==> config.mk <==
export PLATFORM = sky130hd
export DESIGN_NAME = timer_dev
export DESIGN_NICKNAME = d
export VERILOG_FILES = /design/src/rtl/timer_dev_pkg.sv /design/src/rtl/timer_dev.sv
export SDC_FILE = /design/constraint.sdc
export NUM_CORES = 1
export LEC_CHECK = 0
export ABC_AREA = 1
export CAP_MARGIN = 10
export CELL_PAD_IN_SITES_DETAIL_PLACEMENT = 1
export CELL_PAD_IN_SITES_GLOBAL_PLACEMENT = 2
export CORE_MARGIN = 2
export CORE_UTILIZATION = 34
export CTS_BUF_LIST = sky130_fd_sc_hd__clkbuf_4 sky130_fd_sc_hd__clkbuf_8
export DETAILED_ROUTE_END_ITERATION = 8
export GPL_TIMING_DRIVEN = 0
export PLACE_DENSITY_LB_ADDON = 0.1
export SLEW_MARGIN = 15
export SYNTH_ARGS = -nofsm -noshare
export SYNTH_HDL_FRONTEND = slang
export SYNTH_SLANG_ARGS = --single-unit
==> constraint.sdc <==
create_clock -name clk -period 4.2 [get_ports clk]
set_clock_uncertainty 0.2 [all_clocks]
set_input_delay 0.63 -clock clk [delete_from_list [all_inputs] [get_ports clk]]
set_output_delay 0.63 -clock clk [all_outputs]
set_load 0.005 [all_outputs]
==> src/rtl/timer_dev_pkg.sv <==
// Shared register offsets, FSM states and CTRL field encodings for the countdown timer.
// Latency and backpressure: not applicable; this package holds declarations only.
package timer_dev_pkg;

    localparam logic [1:0] TIMER_CTRL   = 2'd0;
    localparam logic [1:0] TIMER_PRESET = 2'd1;
    localparam logic [1:0] TIMER_COUNT  = 2'd2;

    typedef enum logic [1:0] {
        S_IDLE = 2'd0,
        S_LOAD = 2'd1,
        S_CNT  = 2'd2,
        S_INT  = 2'd3
    } state_t;

    localparam logic [1:0] MODE_ONESHOT = 2'b00;
    localparam logic [1:0] MODE_RELOAD  = 2'b01;

    localparam int CTRL_EN      = 0;
    localparam int CTRL_MODE_LO = 1;
    localparam int CTRL_MODE_HI = 2;
    localparam int CTRL_IM      = 3;

    // Reserved 1x modes fold onto one-shot.
    function automatic logic [1:0] mode_eff(input logic [1:0] mode);
        return (mode == MODE_RELOAD) ? MODE_RELOAD : MODE_ONESHOT;
    endfunction

endpackage

==> src/rtl/timer_dev.sv <==
// Bus-mapped countdown timer with one-shot / auto-reload modes and a level interrupt.
// Latency: zero-wait combinational reads, writes commit on the clock edge; backpressure: none, always ready.
module timer_dev
    import timer_dev_pkg::*;
#(
    parameter int CNT_W = 32
) (
    input  logic        clk,
    input  logic        reset,
    input  logic        sel,
    input  logic        we,
    input  logic [1:0]  addr,
    input  logic [3:0]  be,
    input  logic [31:0] wdata,
    output logic [31:0] rdata,
    output logic        irq
);

    state_t            state_q, state_d;
    logic [3:0]        ctrl_q;
    logic [CNT_W-1:0]  preset_q;
    logic [CNT_W-1:0]  count_q, count_d;
    logic              irq_flag_q;

    logic              wr_ctrl, wr_preset;
    logic              en_eff, is_reload;
    logic              en_clr, flag_set;

    assign wr_ctrl   = sel && we && (addr == TIMER_CTRL) && be[0];
    assign wr_preset = sel && we && (addr == TIMER_PRESET);

    // A same-cycle CTRL write with EN=0 stops LOAD/CNT without touching COUNT.
    assign en_eff    = wr_ctrl ? wdata[CTRL_EN] : ctrl_q[CTRL_EN];
    assign is_reload = (mode_eff(ctrl_q[CTRL_MODE_HI:CTRL_MODE_LO]) == MODE_RELOAD);

    always_comb begin
        state_d  = state_q;
        count_d  = count_q;
        en_clr   = 1'b0;
        flag_set = 1'b0;
        case (state_q)
            S_IDLE: begin
                if (ctrl_q[CTRL_EN]) state_d = S_LOAD;
            end
            S_LOAD: begin
                if (!en_eff) begin
                    state_d = S_IDLE;
                end else begin
                    count_d = preset_q;
                    state_d = S_CNT;
                end
            end
            S_CNT: begin
                if (!en_eff) begin
                    state_d = S_IDLE;
                end else if (count_q <= CNT_W'(1)) begin
                    count_d = '0;
                    state_d = S_INT;
                end else begin
                    count_d = count_q - CNT_W'(1);
                end
            end
            S_INT: begin
                state_d = S_IDLE;
                if (!is_reload) begin
                    en_clr   = 1'b1;
                    flag_set = 1'b1;
                end
            end
            default: state_d = S_IDLE;
        endcase
    end

    always_ff @(posedge clk or negedge reset) begin
        if (!reset) begin
            state_q    <= S_IDLE;
            count_q    <= '0;
            ctrl_q     <= '0;
            preset_q   <= '0;
            irq_flag_q <= 1'b0;
        end else begin
            state_q <= state_d;
            count_q <= count_d;

            // Bus write wins over the one-shot EN clear.
            if (wr_ctrl) begin
                ctrl_q <= wdata[3:0];
            end else if (en_clr) begin
                ctrl_q[CTRL_EN] <= 1'b0;
            end

            for (int i = 0; i < 4; i++) begin
                if (wr_preset && be[i]) preset_q[8*i +: 8] <= wdata[8*i +: 8];
            end

            if (flag_set) begin
                irq_flag_q <= 1'b1;
            end else if (wr_ctrl && wdata[CTRL_EN]) begin
                irq_flag_q <= 1'b0;
            end
        end
    end

    // Auto-reload raises the flag only while sitting in INT.
    assign irq = ctrl_q[CTRL_IM] & (irq_flag_q | ((state_q == S_INT) && is_reload));

    always_comb begin
        rdata = '0;
        if (sel) begin
            case (addr)
                TIMER_CTRL:   rdata = {28'b0, ctrl_q};
                TIMER_PRESET: rdata = preset_q;
                TIMER_COUNT:  rdata = count_q;
                default:      rdata = '0;
            endcase
        end
    end

endmodule

==> summary.txt <==
STA
  • FMAX: 266 MHz
  • Period utilization: 0.895
  • Final setup viols: 0
  • Final hold vios: 0
  • Slew Viols, Final: 0
  • Worst Setup Slack, final: 440 ps
  • Min Tclk post-route: 3760 ps
  • Worst-Margin Slew: 817 ps
  • RSZ-0062 raised after global routing: no
  • Max_slew headroom: 0.455
  • Hold slack: 349 ps

Floorplan
  • Area of the die: 15100 sq um
  • Die Y: 123 um
  • Core area: 13900 sq um
  • Io pins: 75
  • FP Rows: 43
  • Initial Utilization: 0.347
  • Die Wd: 123 um

Status
  • Run status: finished, final reports clean

Synth
  • Post-synth top cells: 201 x nand2_1, 74 x nor2_1, 71 x dfrtp_1, 63 x inv_1, 37 x a21oi_1
  • Register area share after synthesis: 0.369
  • Synth Flop Type: dfrtp_1
  • Share of flip-flops with an asynchronous set or reset: 1.00
  • Synth area leader: dfrtp_1
  • Cells after synthesis: 645
  • Flops & latches, synth: 71
  • Proportion of netlist area held by the largest area contributor: 0.369
  • Synth cell types: 30
  • Cell with the most instances after synthesis: nand2_1
  • Synthesized cell area: 4820 sq um
  • Area contributors post-synth: dfrtp_1 37%, nand2_1 16%, mux2_2 6.8%
  • Synth Warn #: 0
  • Post-synth EDFFs: 0
  • Syn avg cell area: 7.47 sq um
  • Syn Nets: 689

Global route
  • Gr ovfl total: 0
  • Initial antenna violation count: 0
  • Total track usage: 0.223
  • Vias in the first global route: 4860
  • Global-route wire length before repair: 25.5 mm
  • Largest net degree at the start of global routing: 46

Detailed routing
  • Via count: 4491
  • Initial drt markers: 153
  • WL final: 15.4 mm
  • Number of vias per cell: 4.90
  • WL/cell: 16.8 um
  • Number of nets still failing antenna checks after routing: 0
  • Drt first pass iters: 4
  • DR DRC count: 0

Worst setup path
  • Critical-path maximum fanout: 10
  • Max stage delay on crit path: 520 ps
  • Worst path top cell family by delay: buffers and inverters
  • Buf/Inv on CP: 5
  • Slowest cell on the critical path: clkdlybuf4s50_1
  • CP Class: in -> out
  • Setup crit start kind: primary input
  • Crit end category: output pin
  • Most frequent CP cell: clkdlybuf4s50_1
  • Worst Path Required: 3370 ps
  • Worst-path cell chain: clkdlybuf4s50_1 > inv_1 > nor2_1 > buf_2 > clkbuf_1 > nand2_1 > a21oi_1 > clkdlybuf4s50_1
  • Crit path DAT: 2930 ps

Clocking
  • Clk pin slew, worst setup/hold paths: 80 ps
  • Total clock sinks: 71
  • Clock Latency Late Sink: 380 ps
  • Worst-case clock buffer depth: 2
  • Number of H-tree levels: 3
  • CTS buffer count: 9
  • CTS tree: done
  • Setup Fix Bufs, Post-CTS: 0
  • CTS root buffer: clkbuf_8

Layout
  • P&R area growth vs syn: 25.5%
  • FILL cells: 1763
  • Proportion of layout cells with a drive suffix above 1: 0.194
  • Nets: 776
  • Antenna cells: 0

Pwr
  • PwrDens: 536 nW/um^2
  • Worst vdd ir: 0.000161 V
  • Pleak: 2.64 nW

Hold path
  • Min-delay worst type: reg -> reg

Place
  • HPWL after detailed placement: 12.2 mm
  • Routability congestion estimate: 0.854
  • Place WS: 414 ps
  • IO Port Bufs: 74

Flow run
  • Max-cap violations: 0
report_power, final:
| group | internal (W) | leakage (nW) | total, W | switching, W |
|---|---|---|---|---|
| clock | 0.000355 | 0.119 | 0.000640 | 0.000285 |
| sequential | 0.000935 | 0.842 | 0.00124 | 0.000304 |
| combinational | 0.000599 | 1.68 | 0.00136 | 0.000762 |
| total | 0.00189 | 2.64 | 0.00324 | 0.00135 |
stage by stage:
step | util | setup TNS [ps] | power, W | std cells | instance area [sq um]
2_1_floorplan | - | 0 | 0.00215 | 645 | 4820
3_5_place_dp | 0.418 | 0 | 0.00263 | 900 | 5810
3_3_place_gp | 0.417 | -33090 | 0.00257 | 899 | 5780
4_1_cts | 0.435 | 0 | 0.00328 | 917 | 6040
5_1_grt | 0.435 | 0 | 0.00351 | 917 | 6040
6_report | 0.435 | 0 | 0.00324 | 917 | 6040
cells by family after synthesis:
logic type	after synthesis	synth area share
simple gates	327	0.280
compound gates	119	0.184
buf+inv	91	0.0834
flops	71	0.369
mux	29	0.0678
xor+xnor	6	0.0109
fa+ha+maj	2	0.00520
timing repair:
item                                   CTS  global route
endpoints found under the hold margin   26             0
setup endpoints to repair                0             0
gates resized for setup                  0             0
hold buffers                             1             0
worst paths after layout:
path	start	end	slack (ps)	cells past startpoint
max	addr[1]	rdata[23]	440	8
max in group asynchronous	reset	irq_flag_q	2710	3
min in group asynchronous	reset	preset_q[17]	520	2
min	preset_q[7]	preset_q[7]	350	1
min reg2reg	preset_q[7]	preset_q[7]	350	1
max reg2reg	count_q[1]	count_q[30]	1840	10
layout make-up:
class                   instances  area, sq um  share of cell area
clock inverters                 2         35.0             0.00580
repair buffers                 76          776               0.128
plain buffers                  22          141              0.0234
inverters                      69          260              0.0431
flip-flops and latches         71         1780               0.294
well taps                     180          225              0.0373
multi-input cells             483         2640               0.436
clock buffers                  14          193              0.0319
flip-flops by register name, indices dropped and copies added, names as in the netlist:
register	flops
count_q	32
irq_flag_q	1
preset_q	32
ctrl_q	4
state_q	2
metal layers:
| metal | routed length, um | vias to the layer above | track usage |
|---|---|---|---|
| met4 | 289 | 0 | 0.0774 |
| met1 | 7090 | 2176 | 0.282 |
| met2 | 7670 | 67 | 0.388 |
| met3 | 404 | 18 | 0.0304 |
| li1 | - | 2230 | - |
| met5 | 0 | - | 0 |
cells in the final DEF (no fill, tap or decap), types with 26 or more instances in the layout:
cell             instances
a21boi_2                26
dfrtp_1                 71
a21oi_1                 37
nand2_1                201
inv_1                   63
nor2_1                  74
nand3_1                 26
a21oi_2                 30
clkdlybuf4s50_1         73
mux2_2                  29
Power figures use the tool's default switching activity.
==> RTL change 1: new RTL, same settings <==
Register the output `irq`, with the module's reset; this adds one clock of latency there. The other outputs are not delayed to match.
--- a/src/rtl/timer_dev.sv
+++ b/src/rtl/timer_dev.sv
@@ -102,7 +102,13 @@
     end
 
     // Auto-reload raises the flag only while sitting in INT.
-    assign irq = ctrl_q[CTRL_IM] & (irq_flag_q | ((state_q == S_INT) && is_reload));
+    always_ff @(posedge clk or negedge reset) begin
+        if (!reset) begin
+            irq <= '0;
+        end else begin
+            irq <= ctrl_q[CTRL_IM] & (irq_flag_q | ((state_q == S_INT) && is_reload));
+        end
+    end
 
     always_comb begin
         rdata = '0;
Check against the original RTL: not equivalent (a bounded check fails within 10 cycles, from zero or initial values and one cycle with reset low).
==> RTL change 1 against the original RTL <==
- total power fell by 4.6%
- fmax barely moved
- area after synthesis fell by 6.3%
- cell area fell by 6.5%
- worst setup slack improved by 0.0016 ns
- sequential cell count rose by 1
- wire length fell by 6.0%
- clock power fell by 19%
- largest cell class unchanged
- synthesized cell count fell by 6.0%
==> RTL change 1: results (changes against the original RTL) <==
Place
  – IO buf count: 73 (was 74)
  – Post-place instance area: 5480 sq um (was 5810 sq um)
  – DP HPWL: 11.2 mm (was 12.2 mm)
  – Final Wtd Congestion: 0.821 (was 0.854)

Route
  – Vias per inst: 4.95 (was 4.90)

Finish
  – Final nets: 735 (was 776)
  – Fillers: 1634 (was 1763)
  – Largest registers: count_q (32), preset_q (32), ctrl_q (4) (unchanged)

Yosys
  – Post-Synth XOR/XNOR Area: 2.91% (was 1.09%)
  – Synth top cells by count: nand2_1 (198), dfrtp_1 (72), a21oi_1 (61), nor2_1 (54), inv_1 (49) (was nand2_1 (201), nor2_1 (74), dfrtp_1 (71), inv_1 (63), a21oi_1 (37))
  – Synthesized net count: 650 (was 689)
  – Sequential fraction of the synthesis area: 39.9% (was 36.9%)
  – Synth unique cells: 34 (was 30)
  – Compound-Gate Fraction of Synth Area: 13.8% (was 18.4%)
  – Mux contribution to synthesized area: 7.98% (was 6.78%)

Pwr
  – Peak supply drop: 200 uV (was 161 uV)
  – Leakage Power: 2.55 nW (was 2.64 nW)

Critical path
  – Worst R2R Start: count_q[0] (was count_q[1])
  – Worst R2R End: count_q[28] (was count_q[30])
  – Worst setup endpoint: rdata[29] (was rdata[23])
  – Flop2flop setup slack: 1.92 ns (was 1.84 ns)

STA
  – Slew HR: 62.9% (was 45.5%)

CTS
  – Post-CTS Hold Fix Bufs: 0 (was 1)
  – Clock buffer depth: 2 (unchanged)

GRT
  – GRT Util Overall: 22.1% (was 22.3%)
  – Largest net degree at the start of global routing: 38 (was 46)
  – Vias in the first global route: 4642 (was 4860)

Status
  – Status: finished clean (unchanged)

Hold path
  – Min-delay worst type: primary input to async pin (was flip-flop to flip-flop)
-- RTL change 1: how the worst min path moves through the flow --
| stage | startpoint | to |
|---|---|---|
| floorplan | reset | count_q[0] |
| global placement | count_q[1] | count_q[1] |
| detailed placement | count_q[1] | count_q[1] |
| CTS | reset | preset_q[28] |
| global route | reset | preset_q[28] |
| finish | reset | ctrl_q[3] |
-- RTL change 1: final cells by class --
cell class | instances | area, sq um | area share (%)
multi-input cells | 456 | 2390 | 42.3
inverters | 56 | 210 | 3.72
flip-flops and latches | 72 | 1800 | 31.9
repair buffers | 74 | 748 | 13.2
clock inverters | 4 | 20.0 | 0.354
plain buffers | 22 | 113 | 1.99
clock buffers | 11 | 151 | 2.68
well taps | 176 | 220 | 3.89
-- RTL change 1: routing by layer --
| metal | GRT usage (%) | vias to the layer above | routed length (um) |
|---|---|---|---|
| met5 | 0 | - | 0 |
| met4 | 6.99 | 0 | 217 |
| met3 | 3.16 | 14 | 528 |
| met2 | 37.1 | 79 | 6960 |
| met1 | 29.2 | 2101 | 6810 |
| li1 | - | 2114 | - |
-- RTL change 1: logic make-up after synthesis --
logic type,after synthesis
multiplexers,32
buffers and inverters,78
AO/OA/AOI/OAI,106
adder cells (fa/ha/maj),2
flip-flops,72
AND/OR/NAND/NOR,301
XOR/XNOR,15
-- RTL change 1: power breakdown --
group	internal [mW]	switching, mW
Clock	0.239	0.281
Combinational	0.555	0.799
Sequential	0.949	0.267
-- RTL change 1: through the flow --
step / power [mW] / hold WS, ns / setup TNS [ns] / setup slack (ns) / instances
floorplan: 2.10 / 0.134 / 0 / 1.93 / 606
global placement: 2.54 / 0.262 / -40.76 / -0.571 / 855
detailed placement: 2.59 / 0.265 / 0 / 0.404 / 856
CTS: 3.13 / 0.0297 / 0 / 0.401 / 871
global route: 3.38 / 0.0556 / 0 / 0.290 / 871
finish: 3.09 / 0.0257 / 0 / 0.442 / 871
-- RTL change 1: critical path, delay by kind of cell --
family                 cells  cell delay, ns
buffers and inverters      5            1.89
and+or+nand+nor            2            0.27
AOI/OAI and AO/OA          1            0.15
==> RTL change 2: new RTL, same flow settings <==
Without the edit above. The 4 states of `state_t` get a one-hot encoding in 4 bits.
--- a/src/rtl/timer_dev_pkg.sv
+++ b/src/rtl/timer_dev_pkg.sv
@@ -6,11 +6,11 @@
     localparam logic [1:0] TIMER_PRESET = 2'd1;
     localparam logic [1:0] TIMER_COUNT  = 2'd2;
 
-    typedef enum logic [1:0] {
-        S_IDLE = 2'd0,
-        S_LOAD = 2'd1,
-        S_CNT  = 2'd2,
-        S_INT  = 2'd3
+    typedef enum logic [3:0] {
+        S_IDLE = 4'b0001,
+        S_LOAD = 4'b0010,
+        S_CNT  = 4'b0100,
+        S_INT  = 4'b1000
     } state_t;
 
     localparam logic [1:0] MODE_ONESHOT = 2'b00;
Function: same outputs for any inputs over 4 cycles, from zero or initial values and one cycle with reset low; so few cycles prove little.
==> RTL change 2 against the original RTL <==
- cell area is 0.60% higher
- sequential cell count grew 2
- total power fell by 0.96%
- global-route usage decreased by 1.6 points
- fmax decreased by 1.6%
- worst setup slack lost 0.062 ns
- first-iteration DRC count down 17%
- area after synthesis grew 0.34%
- synthesized cell count is 6.2% lower
- worst hold slack lost 0.016 ns
- via count is 3.5% lower
- largest power group is now registers
- wire length is 6.1% lower
==> RTL change 2: results (changes against the original RTL) <==
Status
  – Status: finished clean (unchanged)

Critical path
  – Crit-path slowest cell: clkbuf_1 (was clkdlybuf4s50_1)
  – Worst EP arrival: 2.99 ns (was 2.93 ns)
  – CP max stage delay: 0.54 ns (was 0.52 ns)
  – Worst R2R Start: count_q[0] (was count_q[1])
  – Flop2flop setup slack: 1.96 ns (was 1.84 ns)
  – Worst R2R End: count_q[16] (was count_q[30])

Place
  – Setup WS pre-CTS: 0.353 ns (was 0.414 ns)
  – Post-place instance area: 5820 sq um (was 5810 sq um)
  – Final Wtd Congestion: 0.848 (was 0.854)
  – DP HPWL: 11.2 mm (was 12.2 mm)

Route
  – Drt initial violations: 127 (was 153)
  – DR WL/cell: 16.5 um (was 16.8 um)
  – Vias per inst: 4.94 (was 4.90)

Hold path
  – Hold Path Sink: state_q[1] (was preset_q[7])
  – Min-delay worst type: flip-flop to flip-flop (unchanged)
  – WHS Path Cells: 1 (unchanged)
  – Hold Startpoint: ctrl_q[0] (was preset_q[7])

Yosys
  – Synth top cells by count: nand2_1 (140), dfrtp_1 (72), nor2_1 (72), a21oi_2 (47), inv_1 (45) (was nand2_1 (201), nor2_1 (74), dfrtp_1 (71), inv_1 (63), a21oi_1 (37))
  – Synth unique cells: 43 (was 30)
  – Synthesized net count: 649 (was 689)
  – Yosys warns: 0 (unchanged)
  – Synth top area cells: dfrtp_1 (37%), nand2_1 (11%), a21oi_2 (8.5%) (was dfrtp_1 (37%), nand2_1 (16%), mux2_2 (6.8%))
  – Sequential fraction of the synthesis area: 37.8% (was 36.9%)

Finish
  – Multi-input logic area: 2650 sq um (was 2640 sq um)
  – Seq area share: 30.1% (was 29.4%)
  – Diodes inserted: 0 (unchanged)
  – Inverters: 50 (was 69)
  – Clock-cell share of area: 4.07% (was 3.77%)
  – Num sequential: 73 (was 71)
  – CLK BUF: 11 (was 14)
  – Fillers: 1734 (was 1763)
  – Non-clock buffer share: 15.4% (was 15.2%)
  – Largest registers: count_q (32), preset_q (32) (was count_q (32), preset_q (32), ctrl_q (4))
  – Share of cells above drive strength 1: 24.1% (was 19.4%)
  – Comb_multi_in: 461 (was 483)
  – Nonclk buf count: 97 (was 98)
  – Final nets: 736 (was 776)

GRT
  – Largest net degree at the start of global routing: 45 (was 46)
  – Vias in the first global route: 4598 (was 4860)
  – GRT Util Overall: 20.7% (was 22.3%)
  – Global-route wire length before repair: 23.8 mm (was 25.5 mm)
  – Initial antenna violation count: 0 (unchanged)

Pwr
  – Sw Share: 40.6% (was 41.7%)
  – Peak supply drop: 174 uV (was 161 uV)
  – Leakage Power: 2.48 nW (was 2.64 nW)
  – Clock Power Share: 22.2% (was 19.8%)
  – Power Sequential: 1.30 mW (was 1.24 mW)

CTS
  – Setup repair bufs after CTS: 0 (unchanged)
  – Post-CTS Hold Fix Bufs: 1 (unchanged)

STA
  – Tightest Pin Transition: 0.636 ns (was 0.817 ns)
  – Final hold slack: 0.333 ns (was 0.349 ns)
  – Final worst setup slack: 0.378 ns (was 0.440 ns)
[RTL change 2: changes by cell type after synthesis, moves of 5 or more]
cell and change:
nand2_1 -61, nor2_2 +27, a21boi_2 -26, inv_1 -18, a21oi_2 +17, o21ai_2 +8
xnor2_1 +7, o21bai_1 +5
[RTL change 2: through the flow]
step | TNS [ns] | util [%] | total power, mW | std cells
after floorplan | 0 | - | 2.10 | 605
after global placement | -40.13 | 41.8 | 2.47 | 859
after detailed placement | 0 | 42.0 | 2.51 | 860
after CTS | 0 | 43.8 | 3.24 | 877
after global routing | 0 | 43.8 | 3.47 | 877
final | 0 | 43.8 | 3.21 | 877
[RTL change 2: worst max-delay path, delay by kind of cell]
family / cells / cell delay [ns]
compound gates: 2 / 0.24
buf+inv: 6 / 1.80
simple gates: 1 / 0.31
[RTL change 2: worst max path at each step]
stage	startpoint	to	depth (start not counted)
global route	addr[1]	rdata[0]	9
detailed placement	addr[1]	rdata[3]	9
floorplan	addr[0]	rdata[11]	6
finish	addr[1]	rdata[3]	9
CTS	addr[1]	rdata[3]	9
global placement	reset	preset_q[25]	1
[RTL change 2: kinds of logic (layout without fill, tap and decap cells)]
kind of cell | Yosys count | in the layout | synth area share (%)
compound gates | 123 | 123 | 18.0
flops | 73 | 73 | 37.8
fa+ha+maj | 2 | 2 | 0.518
buf+inv | 71 | 163 | 7.28
simple gates | 297 | 297 | 27.9
mux | 28 | 28 | 6.53
xor+xnor | 11 | 11 | 1.99
[RTL change 2: routing by layer]
metal | part of all wire (%) | global-route usage (%)
met2 | 46 | 33.7
met4 | 1.8 | 6.82
met5 | 0 | 0
met1 | 49 | 27.6
met3 | 2.9 | 3.87
